<file path="config.mk">
export PLATFORM = sky130hd
export DESIGN_NAME = byte_reg_sequencer
export DESIGN_NICKNAME = d
export VERILOG_FILES = /design/src/rtl/byte_reg_sequencer.sv
export SDC_FILE = /design/constraint.sdc
export NUM_CORES = 1
export LEC_CHECK = 0
export ABC_AREA = 1
export CAP_MARGIN = 10
export CORE_MARGIN = 5
export CORE_UTILIZATION = 42
export DETAILED_ROUTE_END_ITERATION = 16
export PLACE_DENSITY_LB_ADDON = 0.3
export SETUP_SLACK_MARGIN = 0.3
export SYNTH_ARGS = -nofsm -noshare
export SYNTH_HDL_FRONTEND = slang
export SYNTH_SLANG_ARGS = --single-unit
</file>
<file path="constraint.sdc">
create_clock -name clk -period 3.65 [get_ports clk]
set_input_delay 0.73 -clock clk [delete_from_list [all_inputs] [get_ports clk]]
set_output_delay 0.73 -clock clk [all_outputs]
set_load 0.1 [all_outputs]
</file>
<file path="src/rtl/byte_reg_sequencer.sv">
// Round-robin front end that turns requester commands into single-cycle
// load/inc/rotate strobes on one shared byte register and returns the result.
module byte_reg_sequencer #(
  parameter int unsigned NREQ = 4
) (
  input  logic              clk,
  input  logic              reset,
  input  logic [NREQ-1:0]   req_valid,
  output logic [NREQ-1:0]   req_ready,
  input  logic [2*NREQ-1:0] req_op,
  input  logic [8*NREQ-1:0] req_data,
  output logic [NREQ-1:0]   rsp_valid,
  output logic [7:0]        rsp_data,
  output logic              busy,
  output logic              reg_load,
  output logic              reg_inc,
  output logic              reg_rotate_right,
  output logic [7:0]        reg_d,
  input  logic [7:0]        reg_q
);

  localparam int unsigned IW = (NREQ > 1) ? $clog2(NREQ) : 1;
  localparam int unsigned CW = 4;

  typedef enum logic [1:0] {OP_READ = 2'b00, OP_LOAD = 2'b01, OP_INC = 2'b10, OP_ROR = 2'b11} op_t;
  typedef enum logic [1:0] {IDLE = 2'b00, EXEC = 2'b01, RESP = 2'b10} state_t;

  state_t        state;
  state_t        state_next;
  logic [IW-1:0] rr;
  logic [IW-1:0] cur_id;
  op_t           cur_op;
  logic [7:0]    cur_data;
  logic [CW-1:0] cnt;

  logic          gnt_found;
  logic [IW-1:0] gnt_id;
  logic [1:0]    acc_op;
  logic [7:0]    acc_data;
  logic          accept;

  // Circular search for the first valid requester starting at rr.
  always_comb begin
    int unsigned idx;
    gnt_found = 1'b0;
    gnt_id    = '0;
    idx       = 0;
    for (int unsigned k = 0; k < NREQ; k++) begin
      idx = 32'(rr) + k;
      if (idx >= NREQ) idx = idx - NREQ;
      if (!gnt_found && req_valid[IW'(idx)]) begin
        gnt_found = 1'b1;
        gnt_id    = IW'(idx);
      end
    end
  end

  always_comb begin
    acc_op   = 2'b00;
    acc_data = 8'h00;
    for (int unsigned i = 0; i < NREQ; i++) begin
      if (IW'(i) == gnt_id) begin
        acc_op   = req_op[2*i +: 2];
        acc_data = req_data[8*i +: 8];
      end
    end
  end

  assign accept = (state == IDLE) && !reset && gnt_found;

  always_ff @(posedge clk) begin
    if (reset) state <= IDLE;
    else       state <= state_next;
  end

  always_comb begin
    state_next = state;
    case (state)
      IDLE:    if (accept) state_next = (op_t'(acc_op) == OP_READ) ? RESP : EXEC;
      EXEC:    if (cnt == CW'(1)) state_next = RESP;
      RESP:    state_next = IDLE;
      default: state_next = IDLE;
    endcase
  end

  // Captured command and remaining strobe count; rr advances past the winner.
  always_ff @(posedge clk) begin
    if (reset) begin
      rr       <= '0;
      cur_id   <= '0;
      cur_op   <= OP_READ;
      cur_data <= 8'h00;
      cnt      <= '0;
    end else if (accept) begin
      cur_id   <= gnt_id;
      cur_op   <= op_t'(acc_op);
      cur_data <= acc_data;
      cnt      <= (op_t'(acc_op) == OP_LOAD) ? CW'(1) : CW'(acc_data[2:0]) + CW'(1);
      rr       <= (gnt_id == IW'(NREQ - 1)) ? '0 : gnt_id + IW'(1);
    end else if (state == EXEC) begin
      cnt <= cnt - CW'(1);
    end
  end

  always_comb begin
    req_ready        = '0;
    rsp_valid        = '0;
    rsp_data         = 8'h00;
    busy             = 1'b0;
    reg_load         = 1'b0;
    reg_inc          = 1'b0;
    reg_rotate_right = 1'b0;
    reg_d            = 8'h00;
    if (accept) req_ready[gnt_id] = 1'b1;
    case (state)
      EXEC: begin
        busy = 1'b1;
        case (cur_op)
          OP_LOAD: begin
            reg_load = 1'b1;
            reg_d    = cur_data;
          end
          OP_INC:  reg_inc = 1'b1;
          OP_ROR:  reg_rotate_right = 1'b1;
          default: ;
        endcase
      end
      RESP: begin
        busy              = 1'b1;
        rsp_valid[cur_id] = 1'b1;
        rsp_data          = reg_q;
      end
      default: ;
    endcase
  end

endmodule

</file>
[Word-level counts from Yosys, hierarchy flattened]
Cells that the tools add are included.
W data, S select, Z words.
Operators by class
  muxes and demuxes: 52
  reductions and logical operators: 17
  order comparisons: 12
  equality and inequality tests: 13
  add/subtract/negate cells: 10
Operators by type and width (count)
  $mux W8: 7
  $mux W2: 16
  $mux W4: 5
  $lt A2 B3 Y1 const B: 6
  $mux W1: 17
  $ge A3 B3 Y1 const B: 3
  $bmux W1 S2: 4
  $eq A2 B2 Y1 const B: 4
  $sub A2 B1 Y2 const B: 4
  $logic_and A1 B1 Y1: 7
  $add A2 B2 Y3 const B: 2
  $eq A2 B1 Y1 const B: 3
  $logic_not A2 Y1: 3
  $add A3 B1 Y4 const B: 1
  $demux W1 S2: 2
  $eq A2 B2 Y1 const A: 2
  $eq A4 B1 Y1 const B: 1
  $ge A2 B1 Y1 const B: 2
  $logic_not A1 Y1: 4
  $ne A2 B2 Y1 const B: 2
  $pmux W2 S2: 1
  $sub A4 B1 Y4 const B: 1
  $add A2 B1 Y3 const B: 1
  $ge A2 B3 Y1 const B: 1
  5 further kinds: 5
Word-level totals
  bits of input ports: 54
  output and inout bits: 28
  word-level logic and storage cells: 110
  bits in registers: 20

[Longest topological paths before layout]
  depth in word-level cells: 23
  depth in mapped cells: 28
  mapped depth without buffers: 27

[Worst setup path before layout]
Ideal clock, no wire load.
  path type: input -> output
  from: in req_valid[3]
  to: out req_ready[3]
  slack: -0.437 ns
  data arrival time: 3.357 ns
  cell stages on the path: 13
  data required time: 2.920 ns
  path buffers: 1
  path through: inv_1 -> nand2_2 -> nand3_1 -> nand2_2 -> nor2_4 -> nand2_1 -> o211ai_1 -> nand2_1 -> inv_1 -> ha_1 -> clkbuf_1 -> inv_1 -> nor2_1
Between the ends
  longest elaborated chain between the ends: 17
  elaborated cells between the ends (all ways): 29
  classes of those cells: order compare (2); mux (19); reduce/logical (8)
RTL lines
  from (decl): line 8  | input logic [NREQ-1:0] req_valid,
  $bmux W1 S2: line 51  | if (!gnt_found && req_valid[IW'(idx)]) begin
  $mux W1 (implied by the code): line 51
  $mux W1: line 51
  $logic_not A1 Y1: line 51
  $logic_and A1 B1 Y1: line 51
  $mux W1: line 51
  $logic_not A1 Y1: line 51
  $logic_and A1 B1 Y1: line 51
  (+2 left out)
  $logic_and A1 B1 Y1: line 51
  $mux W2 (*): line 51
  via gnt_id[1]: line 37  | logic [IW-1:0] gnt_id;
  $lt A2 B3 Y1 (implied by the code) / $ge A2 B1 Y1 (equally long branches): line 114  | if (accept) req_ready[gnt_id] = 1'b1;
  $logic_and A1 B1 Y1 (implied by the code): line 114
  $mux W1 (implied by the code): line 114
  $demux W1 S2 (*): line 114
  $mux W4 (*): line 114
  to (decl): line 9  | output logic [NREQ-1:0] req_ready,
The timed path passes the listed nets; every way through them passes the cells marked *. The select of a mux whose other input is x is not followed.

[Worst setup path after layout]
  from: in req_valid[2]
  to: out req_ready[0]
The elaborated chain is that of the path after synthesis.

==> impl_metrics.csv <==
group,metric,value,unit
run_status,outcome,"finished, final reports clean",
cells_and_area,final_cell_mix,"nand2_1 (78), clkdlybuf4s50_1 (49), inv_1 (45)",
worst_setup_path,startpoint_type,"input pin",
worst_setup_path,r2r-start,"rr[1]",
worst_setup_path,worstPathRequired,2.92,ns
sta,layout_min_cycle_time,3.15,ns
grt,top_usage_layer,"met2",
placed_design,io_buffers,81,
floorplan,row_count,23,
cells_and_area,drive_gt1_share,22.6,%
drt,routed_wl,5280,µm
sta,worst_slew_pin_slew,0.477,ns
floorplan,coreArea,4060,µm²
worst_setup_path,crit_path_end_kind,"output pin",
synth,mappedNetlistArea,1780,µm²
synth,yosys_warnings,0,
synth,syn_nets,369,
cells_and_area,area_delta_synth_final,59.6,%
cells_and_area,antenna_cells,0,
sta,fin_crit_sh,86.2,%
placed_design,post-place-ws,-0.00143,ns
worst_setup_path,crit_end,"req_ready[0]",
sta,worst_slack,0.504,ns
grt,gr-usage-met3,5.21,%
drt,avgViaCountPerCell,4.81,
clocking,cts_tree,"yes",
synth,synth_cell_type_count,26,
sta,clock.fmax,0.318,GHz
power,total_leakage_power,0.00143,µW
grt,antenna_found_initial,0,
worst_setup_path,path_class,"in -> out",
grt,overflow,0,
grt,grt_util_all_layers,19.0,%
cells_and_area,final_cells,443,
worst_setup_path,arrival,2.42,ns
run,maxCapViolCount,0,
drt,drt_iter0_drc,129,
worst_setup_path,crit_path_start,"req_valid[2]",
sta,tns,0,ns
floorplan,dieArea,5640,µm²
grt,grt_max_degree,23,
placed_design,globalplace.congestion,0.861,
worst_setup_path,r2r-end,"cnt[2]",
grt,grt_pass1_wl,8560,µm
grt,grtUsageMet1,20.1,%
clocking,path_clk_slew,0.07,ns
clocking,clock_latency,0.25,ns
clocking,htree_levels,1,
synth,ys_ff_latch,20,
drt,ant_nets,0,
cells_and_area,layout_commonest_cell,"nand2_1",
grt,gr-usage-met2,35.6,%
drt,dr.pass1.iters,4,
drt,wl_per_cell,11.9,µm
cells_and_area,layout.nets,459,
clocking,clock_path_buffers,2,
synth,yosysSeqAreaShare,22.5,%
sta,rsz0062_at_grt,"no",
hold_path,hp-class,"reg -> reg",
sta,finClkSkew,0.00431,ns
synth,netlist_instances,305,
placed_design,dpl.hpwl,4090,µm
sta,finalHoldViolCount,0,
sta,relSlewSlack,68.1,%
clocking,clkSinkCount,20,
power,vdd_drop_max,0.603,mV
worst_setup_path,worstRegToRegCells,22,
synth,avgSynthCellArea,5.83,µm²
clocking,cts_buffers,3,
sta,drv_slew,0,
placed_design,placed_cells,433,
drt,vias,2132,
grt,grt_pass1_vias,2116,
clocking,clock-root-buffer,"clkbuf_8",
worst_setup_path,crit_path_max_fanout,4,
floorplan,die_w,75.1,µm
drt,drc,0,
worst_setup_path,timing.reg2reg.setup_slack,0.63,ns
floorplan,start_util,43.8,%
floorplan,die_h,75.1,µm
power,power.density,1120,nW/µm²
sta,finalSetupViolations,0,
floorplan,io_pins,82,
## cells by family after synthesis
family	synth area share, %
adders and majority gates	7.03
DFF	22.5
and+or+nand+nor	37.1
buffers and inverters	15.0
xor gates and xnor gates	1.48
AOI/OAI and AO/OA	16.8
## worst min-delay path by stage
stage | slack (ns) | start | to | depth (start not counted)
CTS | 0.46 | cur_data[6] | cur_data[6] | 2
detailed placement | 0.45 | cur_data[6] | cur_data[6] | 2
global placement | 0.44 | cur_data[1] | cur_data[1] | 2
global route | 0.49 | cur_data[0] | cur_data[0] | 2
finish | 0.45 | cur_data[6] | cur_data[6] | 2
floorplan | 0.43 | cur_data[1] | cur_data[1] | 2
## repair_timing
item / 4_1_cts / 5_1_grt
gates cloned: 0 / 0
endpoints found under the setup margin: 5 / 16
gates resized for setup: 19 / 9
hold buffers: 0 / 0
pin swaps: 6 / 9
buffers inserted: 6 / 1
## stage by stage
stage | hold slack [ns] | area [µm²] | power (µW) | utilization, %
floorplan | 0.430 | 1810 | 2170 | -
global placement | 0.443 | 2660 | 2750 | 65.5
detailed placement | 0.446 | 2660 | 2790 | 65.5
CTS | 0.457 | 2800 | 3130 | 68.9
global route | 0.487 | 2840 | 3530 | 70.0
finish | 0.455 | 2840 | 3190 | 70.0
## synth_stat cells
cell type / n / area (µm²)
a211oi_1: 2 / 15.0
a21o_1: 2 / 15.0
a21oi_1: 20 / 100
a21oi_2: 1 / 8.76
and2_4: 1 / 8.76
buf_2: 3 / 15.0
buf_6: 3 / 33.8
clkbuf_1: 6 / 22.5
dfxtp_1: 20 / 400
ha_1: 10 / 125
inv_1: 50 / 188
inv_6: 1 / 8.76
nand2_1: 84 / 315
nand2_2: 8 / 50.1
nand3_1: 15 / 75.1
nand3_2: 2 / 20.0
nand4_1: 3 / 18.8
nor2_1: 30 / 113
nor2_2: 1 / 6.26
nor2_4: 1 / 11.3
nor3_1: 6 / 30.0
o211ai_1: 1 / 7.51
o21a_1: 1 / 7.51
o21ai_0: 29 / 145
or2_2: 2 / 12.5
xor2_1: 3 / 26.3
## sequential cells by signal, summed over array words and instances, names as in the netlist
name and cells:
cur_data 8, cnt 4, cur_id 2, cur_op 2, rr 2, state 2
## critical path: stages
cell and delay, ns:
dlymetal6s2s_1 0.13, inv_1 0.06, nand2_2 0.07, nand3_2 0.10, nand2_2 0.07, nor2_4 0.14
buf_4 0.14, nand3_2 0.12, inv_2 0.11, nor2_4 0.06, inv_1 0.12, ha_2 0.20
inv_2 0.04, nor2_2 0.14, buf_12 0.19
## power breakdown
part           total (µW)  switching, µW  internal [µW]
Clock                 139           66.1           73.3
Sequential            380           63.5            317
Combinational        2670           1660           1010
Total                3190           1790           1400
## layer usage
metal / vias up / part of all wire [%]
li1: 1126 / -
met1: 937 / 38
met2: 59 / 53
met3: 10 / 6.4
met4: 0 / 2.1
met5: - / 0
## area by class of cell
type	count	area (µm²)
fillers	365	1220
multi-input cells	222	1210
repair buffers	97	921
flip-flops and latches	20	402
inverters	51	199
well taps	50	62.6
clock buffers	3	41.3
Power figures use the tool's default switching activity.
